File: config.mk
export PLATFORM = sky130hd
export DESIGN_NAME = i_serdes_deserializer_flat
export DESIGN_NICKNAME = d
export VERILOG_FILES = /design/src/rtl/i_serdes_deserializer_if.sv /design/src/rtl/i_serdes_deserializer.sv /design/src/flat_wrapper.sv
export SDC_FILE = /design/constraint.sdc
export NUM_CORES = 1
export LEC_CHECK = 0
export ABC_CLOCK_PERIOD_IN_PS = 1500
export CAP_MARGIN = 20
export CORE_ASPECT_RATIO = 0.75
export CORE_UTILIZATION = 46
export CTS_CLUSTER_SIZE = 28
export DETAILED_ROUTE_END_ITERATION = 6
export PLACE_DENSITY_LB_ADDON = 0.08
export SYNTH_ARGS = -nofsm -noshare
export SYNTH_HDL_FRONTEND = slang
export SYNTH_SLANG_ARGS = --single-unit
File: constraint.sdc
create_clock -name CLK_IN -period 1.5 [get_ports CLK_IN]
set_input_delay 0.375 -clock CLK_IN [delete_from_list [all_inputs] [get_ports CLK_IN]]
set_output_delay 0.375 -clock CLK_IN [all_outputs]
set_load 0.005 [all_outputs]
File: src/rtl/i_serdes_deserializer_if.sv
// Receive-side deserializer bus: serial input, control and parallel word output.
// master drives the serial side, slave is the deserializer itself.
interface i_serdes_deserializer_if #(
  parameter int WIDTH = 4
);
  logic             D;
  logic             EN;
  logic             PLL_LOCK;
  logic             CHANNEL_BOND_SYNC_IN;
  logic             BITSLIP;
  logic [WIDTH-1:0] Q;
  logic             DATA_VALID;
  logic             CHANNEL_BOND_SYNC_OUT;

  modport master (
    output D,
    output EN,
    output PLL_LOCK,
    output CHANNEL_BOND_SYNC_IN,
    output BITSLIP,
    input  Q,
    input  DATA_VALID,
    input  CHANNEL_BOND_SYNC_OUT
  );

  modport slave (
    input  D,
    input  EN,
    input  PLL_LOCK,
    input  CHANNEL_BOND_SYNC_IN,
    input  BITSLIP,
    output Q,
    output DATA_VALID,
    output CHANNEL_BOND_SYNC_OUT
  );
endinterface

File: src/rtl/i_serdes_deserializer.sv
// SDR deserializer: frames serial bits into WIDTH-bit words (first bit in MSB),
// with lock gating, channel-bond start and bit-slip alignment.
module i_serdes_deserializer #(
  parameter int WIDTH = 4
) (
  input logic                  CLK_IN,
  input logic                  RST,
  i_serdes_deserializer_if.slave bus
);
  localparam int CW = $clog2(WIDTH);
  localparam logic [CW-1:0] LAST = CW'(WIDTH - 1);

  typedef enum logic [1:0] {
    WAIT_LOCK,
    SYNC,
    RUN
  } state_t;

  state_t           state_q;
  state_t           state_d;
  logic [WIDTH-1:0] sr_q;
  logic [WIDTH-1:0] q_q;
  logic [CW-1:0]    cnt_q;
  logic [CW-1:0]    lk_cnt_q;
  logic             lk_act_q;
  logic             pend_q;
  logic             bs_prev_q;
  logic             dv_q;
  logic             cbo_q;

  logic             start;
  logic             active;
  logic             shift;
  logic             rise;
  logic             slip_now;
  logic             emit;

  always_comb begin
    state_d = state_q;
    start   = 1'b0;
    unique case (state_q)
      WAIT_LOCK: begin
        if (bus.PLL_LOCK) state_d = SYNC;
      end
      SYNC: begin
        if (bus.CHANNEL_BOND_SYNC_IN) begin
          state_d = RUN;
          start   = 1'b1;
        end
      end
      RUN: begin
        state_d = RUN;
      end
      default: begin
        state_d = WAIT_LOCK;
      end
    endcase
    if (!bus.PLL_LOCK) begin
      state_d = WAIT_LOCK;
      start   = 1'b0;
    end
  end

  // A slip applies on the first enabled shift at or after the edge.
  always_comb begin
    active   = (state_q == RUN) && bus.PLL_LOCK;
    shift    = active && bus.EN;
    rise     = active && bus.BITSLIP && !bs_prev_q
               && !pend_q && !lk_act_q;
    slip_now = shift && (rise || pend_q);
    emit     = shift && !slip_now && (cnt_q == LAST);
  end

  always_ff @(posedge CLK_IN or posedge RST) begin
    if (RST) begin
      state_q <= WAIT_LOCK;
      sr_q    <= '0;
      q_q     <= '0;
      cnt_q   <= '0;
      lk_cnt_q  <= '0;
      lk_act_q  <= 1'b0;
      pend_q    <= 1'b0;
      bs_prev_q <= 1'b0;
      dv_q    <= 1'b0;
      cbo_q   <= 1'b0;
    end else begin
      state_q   <= state_d;
      bs_prev_q <= bus.BITSLIP;
      dv_q      <= emit;
      cbo_q     <= start;
      if (shift) sr_q <= {sr_q[WIDTH-2:0], bus.D};
      if (emit)  q_q  <= {sr_q[WIDTH-2:0], bus.D};
      if (!active) begin
        cnt_q    <= '0;
        pend_q   <= 1'b0;
        lk_act_q <= 1'b0;
        lk_cnt_q <= '0;
      end else begin
        if (shift && !slip_now) begin
          cnt_q <= (cnt_q == LAST) ? '0 : cnt_q + CW'(1);
        end
        pend_q <= (pend_q || rise) && !shift;
        // Lockout spans WIDTH enabled shifts after the slip shift.
        if (slip_now) begin
          lk_act_q <= 1'b1;
          lk_cnt_q <= '0;
        end else if (shift && lk_act_q) begin
          if (lk_cnt_q == LAST) lk_act_q <= 1'b0;
          else lk_cnt_q <= lk_cnt_q + CW'(1);
        end
      end
    end
  end

  assign bus.Q                     = q_q;
  assign bus.DATA_VALID            = dv_q;
  assign bus.CHANNEL_BOND_SYNC_OUT = cbo_q;
endmodule
File: src/flat_wrapper.sv
// flat-port wrapper written by rule: the top's interface ports become plain ports
module i_serdes_deserializer_flat 
#(
  parameter int WIDTH = 4
)
  (CLK_IN, RST, bus_D, bus_EN, bus_PLL_LOCK, bus_CHANNEL_BOND_SYNC_IN, bus_BITSLIP, bus_Q, bus_DATA_VALID, bus_CHANNEL_BOND_SYNC_OUT);
  i_serdes_deserializer_if #(.WIDTH(WIDTH)) bus_i ();
  input logic CLK_IN;
  input logic RST;
  input wire logic [$bits(bus_i.D)-1:0] bus_D;
  input wire logic [$bits(bus_i.EN)-1:0] bus_EN;
  input wire logic [$bits(bus_i.PLL_LOCK)-1:0] bus_PLL_LOCK;
  input wire logic [$bits(bus_i.CHANNEL_BOND_SYNC_IN)-1:0] bus_CHANNEL_BOND_SYNC_IN;
  input wire logic [$bits(bus_i.BITSLIP)-1:0] bus_BITSLIP;
  output wire logic [$bits(bus_i.Q)-1:0] bus_Q;
  output wire logic [$bits(bus_i.DATA_VALID)-1:0] bus_DATA_VALID;
  output wire logic [$bits(bus_i.CHANNEL_BOND_SYNC_OUT)-1:0] bus_CHANNEL_BOND_SYNC_OUT;
  assign bus_i.D = bus_D;
  assign bus_i.EN = bus_EN;
  assign bus_i.PLL_LOCK = bus_PLL_LOCK;
  assign bus_i.CHANNEL_BOND_SYNC_IN = bus_CHANNEL_BOND_SYNC_IN;
  assign bus_i.BITSLIP = bus_BITSLIP;
  assign bus_Q = bus_i.Q;
  assign bus_DATA_VALID = bus_i.DATA_VALID;
  assign bus_CHANNEL_BOND_SYNC_OUT = bus_i.CHANNEL_BOND_SYNC_OUT;
  i_serdes_deserializer #(.WIDTH(WIDTH)) u_core (.CLK_IN(CLK_IN), .RST(RST), .bus(bus_i));
endmodule
==> run_summary.xml <==
<?xml version="1.0" encoding="UTF-8"?>
<metrics>
  <group name="floorplan">
    <metric name="floorplan.die_area" unit="µm²">2040</metric>
    <metric name="floorplan.initialDensity" unit="%">49.1</metric>
    <metric name="floorplan.rows" unit="">13</metric>
    <metric name="fp.dieH" unit="µm">39.3</metric>
    <metric name="design.portCount" unit="">13</metric>
    <metric name="die_x" unit="µm">51.8</metric>
    <metric name="core_area" unit="µm²">1740</metric>
  </group>
  <group name="setup_path">
    <metric name="cp_max_fo" unit="">5</metric>
    <metric name="worstPathRequired" unit="ps">1690</metric>
    <metric name="worstPathArrival" unit="ps">1630</metric>
    <metric name="worst_setup_path_startpoint" unit="">u_core.state_q[0]</metric>
    <metric name="peak_per_stage_delay_on_the_critical_path" unit="ps">400</metric>
    <metric name="path_class" unit="">flip-flop to flip-flop</metric>
    <metric name="crit-reg2reg-launch" unit="">u_core.state_q[0]</metric>
    <metric name="timing.critical_path.cells" unit="">inv_2, ha_4, and2_4, and4_4, mux2_4</metric>
    <metric name="cell_at_the_slowest_stage_of_the_critical_path" unit="">sky130_fd_sc_hd__dfrtp_1</metric>
    <metric name="worst_setup_path_end_kind" unit="">flip-flop</metric>
    <metric name="critPathBufInv" unit="">1</metric>
    <metric name="cpLargestDelayFamily" unit="">simple AND/OR/NAND/NOR gates</metric>
    <metric name="critPathLaunchType" unit="">flip-flop</metric>
  </group>
  <group name="cells_and_area">
    <metric name="num-nets-final" unit="">112</metric>
    <metric name="most-common-layout-cells" unit="">18 x sky130_fd_sc_hd__dfrtp_1, 16 x sky130_fd_sc_hd__buf_4, 7 x sky130_fd_sc_hd__dlygate4sd2_1, 5 x sky130_fd_sc_hd__clkdlybuf4s50_1</metric>
    <metric name="mostFrequentLayoutCell" unit="">sky130_fd_sc_hd__dfrtp_1</metric>
    <metric name="antennaDiodeCount" unit="">0</metric>
    <metric name="final_design_area_no_fill" unit="µm²">1170</metric>
    <metric name="drive_gt1_share" unit="%">35.4</metric>
    <metric name="area_overhead_vs_synth" unit="%">37.0</metric>
    <metric name="final_core_util" unit="%">67.3</metric>
  </group>
  <group name="clock_network">
    <metric name="clockBufferDepth" unit="">2</metric>
    <metric name="cts_tree" unit="">done</metric>
    <metric name="cts_buffers" unit="">3</metric>
    <metric name="cts_num_sinks" unit="">18</metric>
    <metric name="clkSlewWorstSetupHoldPaths" unit="ps">110</metric>
    <metric name="cts-htree-levels" unit="">1</metric>
    <metric name="clk_root_buffer_cell" unit="">sky130_fd_sc_hd__clkbuf_4</metric>
    <metric name="clock_latency" unit="ps">290</metric>
  </group>
  <group name="yosys">
    <metric name="synth.cell_area" unit="µm²">855</metric>
    <metric name="syn-num-nets" unit="">80</metric>
    <metric name="synth.yosys.seq_area_share" unit="%">52.7</metric>
    <metric name="postSynthAreaPerCell" unit="µm²">12.6</metric>
    <metric name="syn_inst" unit="">68</metric>
    <metric name="synth-warning-count" unit="">0</metric>
    <metric name="synth_cell_types" unit="">26</metric>
    <metric name="post_synthesis_sequential_element_count" unit="">18</metric>
  </group>
  <group name="status">
    <metric name="outcome" unit="">completed</metric>
  </group>
  <group name="place">
    <metric name="finalWeightedCongestion" unit="">0.760</metric>
    <metric name="place_area" unit="µm²">1080</metric>
    <metric name="detailed_place_hpwl" unit="mm">1.17</metric>
    <metric name="port_buffers" unit="">12</metric>
  </group>
  <group name="power">
    <metric name="p_comb_share" unit="%">28.3</metric>
    <metric name="powerDensity" unit="nW/µm²">1070</metric>
    <metric name="internal-power" unit="µW">892</metric>
    <metric name="share_seq_of_total_power" unit="%">47.7</metric>
    <metric name="total_power" unit="µW">1250</metric>
    <metric name="ir_drop" unit="mV">0.623</metric>
    <metric name="power.switching_fraction" unit="%">28.8</metric>
    <metric name="clock_power_share" unit="%">24.0</metric>
    <metric name="power_switching" unit="µW">361</metric>
    <metric name="p_leak" unit="µW">0.000609</metric>
  </group>
  <group name="sta">
    <metric name="maxSlewViolCount" unit="">0</metric>
    <metric name="final_worst_path_period_share" unit="%">96.5</metric>
    <metric name="min_period" unit="ps">1450</metric>
    <metric name="timing_hold_violations_final" unit="">0</metric>
    <metric name="achievable-frequency" unit="MHz">691</metric>
    <metric name="max_slew.worst_pin.slew" unit="ps">533</metric>
    <metric name="final-setup-viol-count" unit="">0</metric>
    <metric name="max_slew_margin" unit="%">64.4</metric>
    <metric name="finalSetupTns" unit="ps">0</metric>
    <metric name="fin_hold_ws" unit="ps">354</metric>
    <metric name="finClkSkew" unit="ps">3.15</metric>
  </group>
  <group name="hold_path">
    <metric name="hold_path.class" unit="">input port to flip-flop</metric>
    <metric name="holdCritStartpoint" unit="">bus_BITSLIP</metric>
  </group>
  <group name="detailed_routing">
    <metric name="avgRoutedWirePerCell" unit="µm">14.4</metric>
    <metric name="drc" unit="">0</metric>
    <metric name="drt-initial-drc-count" unit="">6</metric>
    <metric name="num_vias" unit="">631</metric>
    <metric name="drtPass1Iterations" unit="">3</metric>
    <metric name="detail_route.wirelength" unit="mm">1.74</metric>
    <metric name="drtAntennaViolNets" unit="">0</metric>
    <metric name="viasPerCell" unit="">5.21</metric>
  </group>
  <group name="global_route">
    <metric name="global_route.usage.total" unit="%">19.8</metric>
    <metric name="grt_antenna_before_repair" unit="">0</metric>
    <metric name="overflow" unit="">0</metric>
    <metric name="grt_pass1_wl" unit="mm">2.75</metric>
    <metric name="maximum_number_of_pins_on_one_net_before_global_route_repair" unit="">19</metric>
    <metric name="via_count_of_the_first_global_routing_pass" unit="">582</metric>
  </group>
  <group name="run">
    <metric name="max_cap_viol_count" unit="">0</metric>
  </group>
</metrics>
-- worst paths after layout --
kind,cells past startpoint,slack (ps),end
setup / recovery,5,50,u_core.bus.Q[0]
hold / removal,1,350,u_core.bs_prev_q
setup reg to reg,5,50,u_core.bus.Q[0]
hold reg to reg,1,530,u_core.bus.Q[3]
max in group asynchronous,3,920,u_core.bus.Q[1]
min in group asynchronous,3,380,u_core.state_q[0]
-- cells by family (layout without fill, tap and decap cells) --
group | Yosys count | in the layout | share of synthesized area (%)
compound gates | 9 | 9 | 6.44
fa+ha+maj | 5 | 5 | 7.32
buf+inv | 4 | 35 | 2.64
flops | 18 | 18 | 52.7
mux | 9 | 9 | 13.3
simple gates | 23 | 23 | 17.6
-- stage by stage --
step | std cells | setup slack [ps]
5_1_grt | 121 | -12.4
4_1_cts | 119 | -0.395
6_report | 121 | 52.2
2_1_floorplan | 68 | 0.981
3_5_place_dp | 113 | -413
3_3_place_gp | 113 | -377
-- synth_stat cells --
cell type                  number  share of area, %
sky130_fd_sc_hd__a31oi_1        1              0.73
sky130_fd_sc_hd__a41o_1         1               1.2
sky130_fd_sc_hd__mux2_2         3               4.0
sky130_fd_sc_hd__or3b_4         1               1.3
sky130_fd_sc_hd__and2_1         1              0.73
sky130_fd_sc_hd__inv_1          3               1.3
sky130_fd_sc_hd__mux2i_1        2               2.3
sky130_fd_sc_hd__nor3b_1        1              0.88
sky130_fd_sc_hd__nand2b_1       3               2.2
sky130_fd_sc_hd__or4_1          1              0.88
sky130_fd_sc_hd__a21oi_1        3               1.8
sky130_fd_sc_hd__mux2_4         4               7.0
sky130_fd_sc_hd__dfrtp_1       18                53
sky130_fd_sc_hd__buf_6          1               1.3
sky130_fd_sc_hd__ha_1           5               7.3
sky130_fd_sc_hd__nand4b_1       3               3.1
sky130_fd_sc_hd__nor3_1         1              0.59
sky130_fd_sc_hd__o41ai_1        1               1.0
sky130_fd_sc_hd__and4_4         1               1.3
sky130_fd_sc_hd__nor2b_1        3               2.2
sky130_fd_sc_hd__nand2_1        4               1.8
sky130_fd_sc_hd__or2b_1         1              0.88
sky130_fd_sc_hd__nand3_1        1              0.59
sky130_fd_sc_hd__and3_1         1              0.73
sky130_fd_sc_hd__nor2_1         1              0.44
sky130_fd_sc_hd__o21ai_0        3               1.8
-- sequential cells by signal (all words and copies together), names as in the netlist --
signal	count
u_core.bus.CHANNEL_BOND_SYNC_OUT	1
u_core.state_q	2
u_core.lk_act_q	1
u_core.sr_q	3
u_core.lk_cnt_q	2
u_core.bus.DATA_VALID	1
u_core.pend_q	1
u_core.cnt_q	2
u_core.bs_prev_q	1
u_core.bus.Q	4
-- metal layers --
metal | GRT usage [%] | wire [µm] | up-vias
li1 | - | - | 309
met1 | 27.1 | 806 | 309
met3 | 6.98 | 55 | 2
met4 | 0 | 23 | 0
met2 | 32.1 | 857 | 11
met5 | 0 | 0 | -
-- power groups by stage --
stage | Clock, µW | Combinational (µW) | Sequential, µW
5_1_grt | 335 | 399 | 607
4_1_cts | 313 | 343 | 590
3_3_place_gp | 0 | 311 | 595
6_report | 301 | 355 | 597
2_1_floorplan | 0 | 174 | 591
3_5_place_dp | 0 | 329 | 600
-- timing repair --
item                       in CTS  in global routing
hold buffers                    0                  0
setup buffers                   2                  2
gates resized for setup         8                  7
gates cloned                    0                  0
setup endpoints to repair      14                  8
hold endpoints to repair        0                  0
pin swaps                       1                  1
-- area by class of cell --
cell class	count	area, µm²
sequential	18	450
tap	22	27.5
clock buffer	4	36.3
inverter	3	11.3
multi-input combinational	46	414
timing repair buffer	28	231
fill	142	569
No activity file was read; power rests on OpenSTA's default activity.
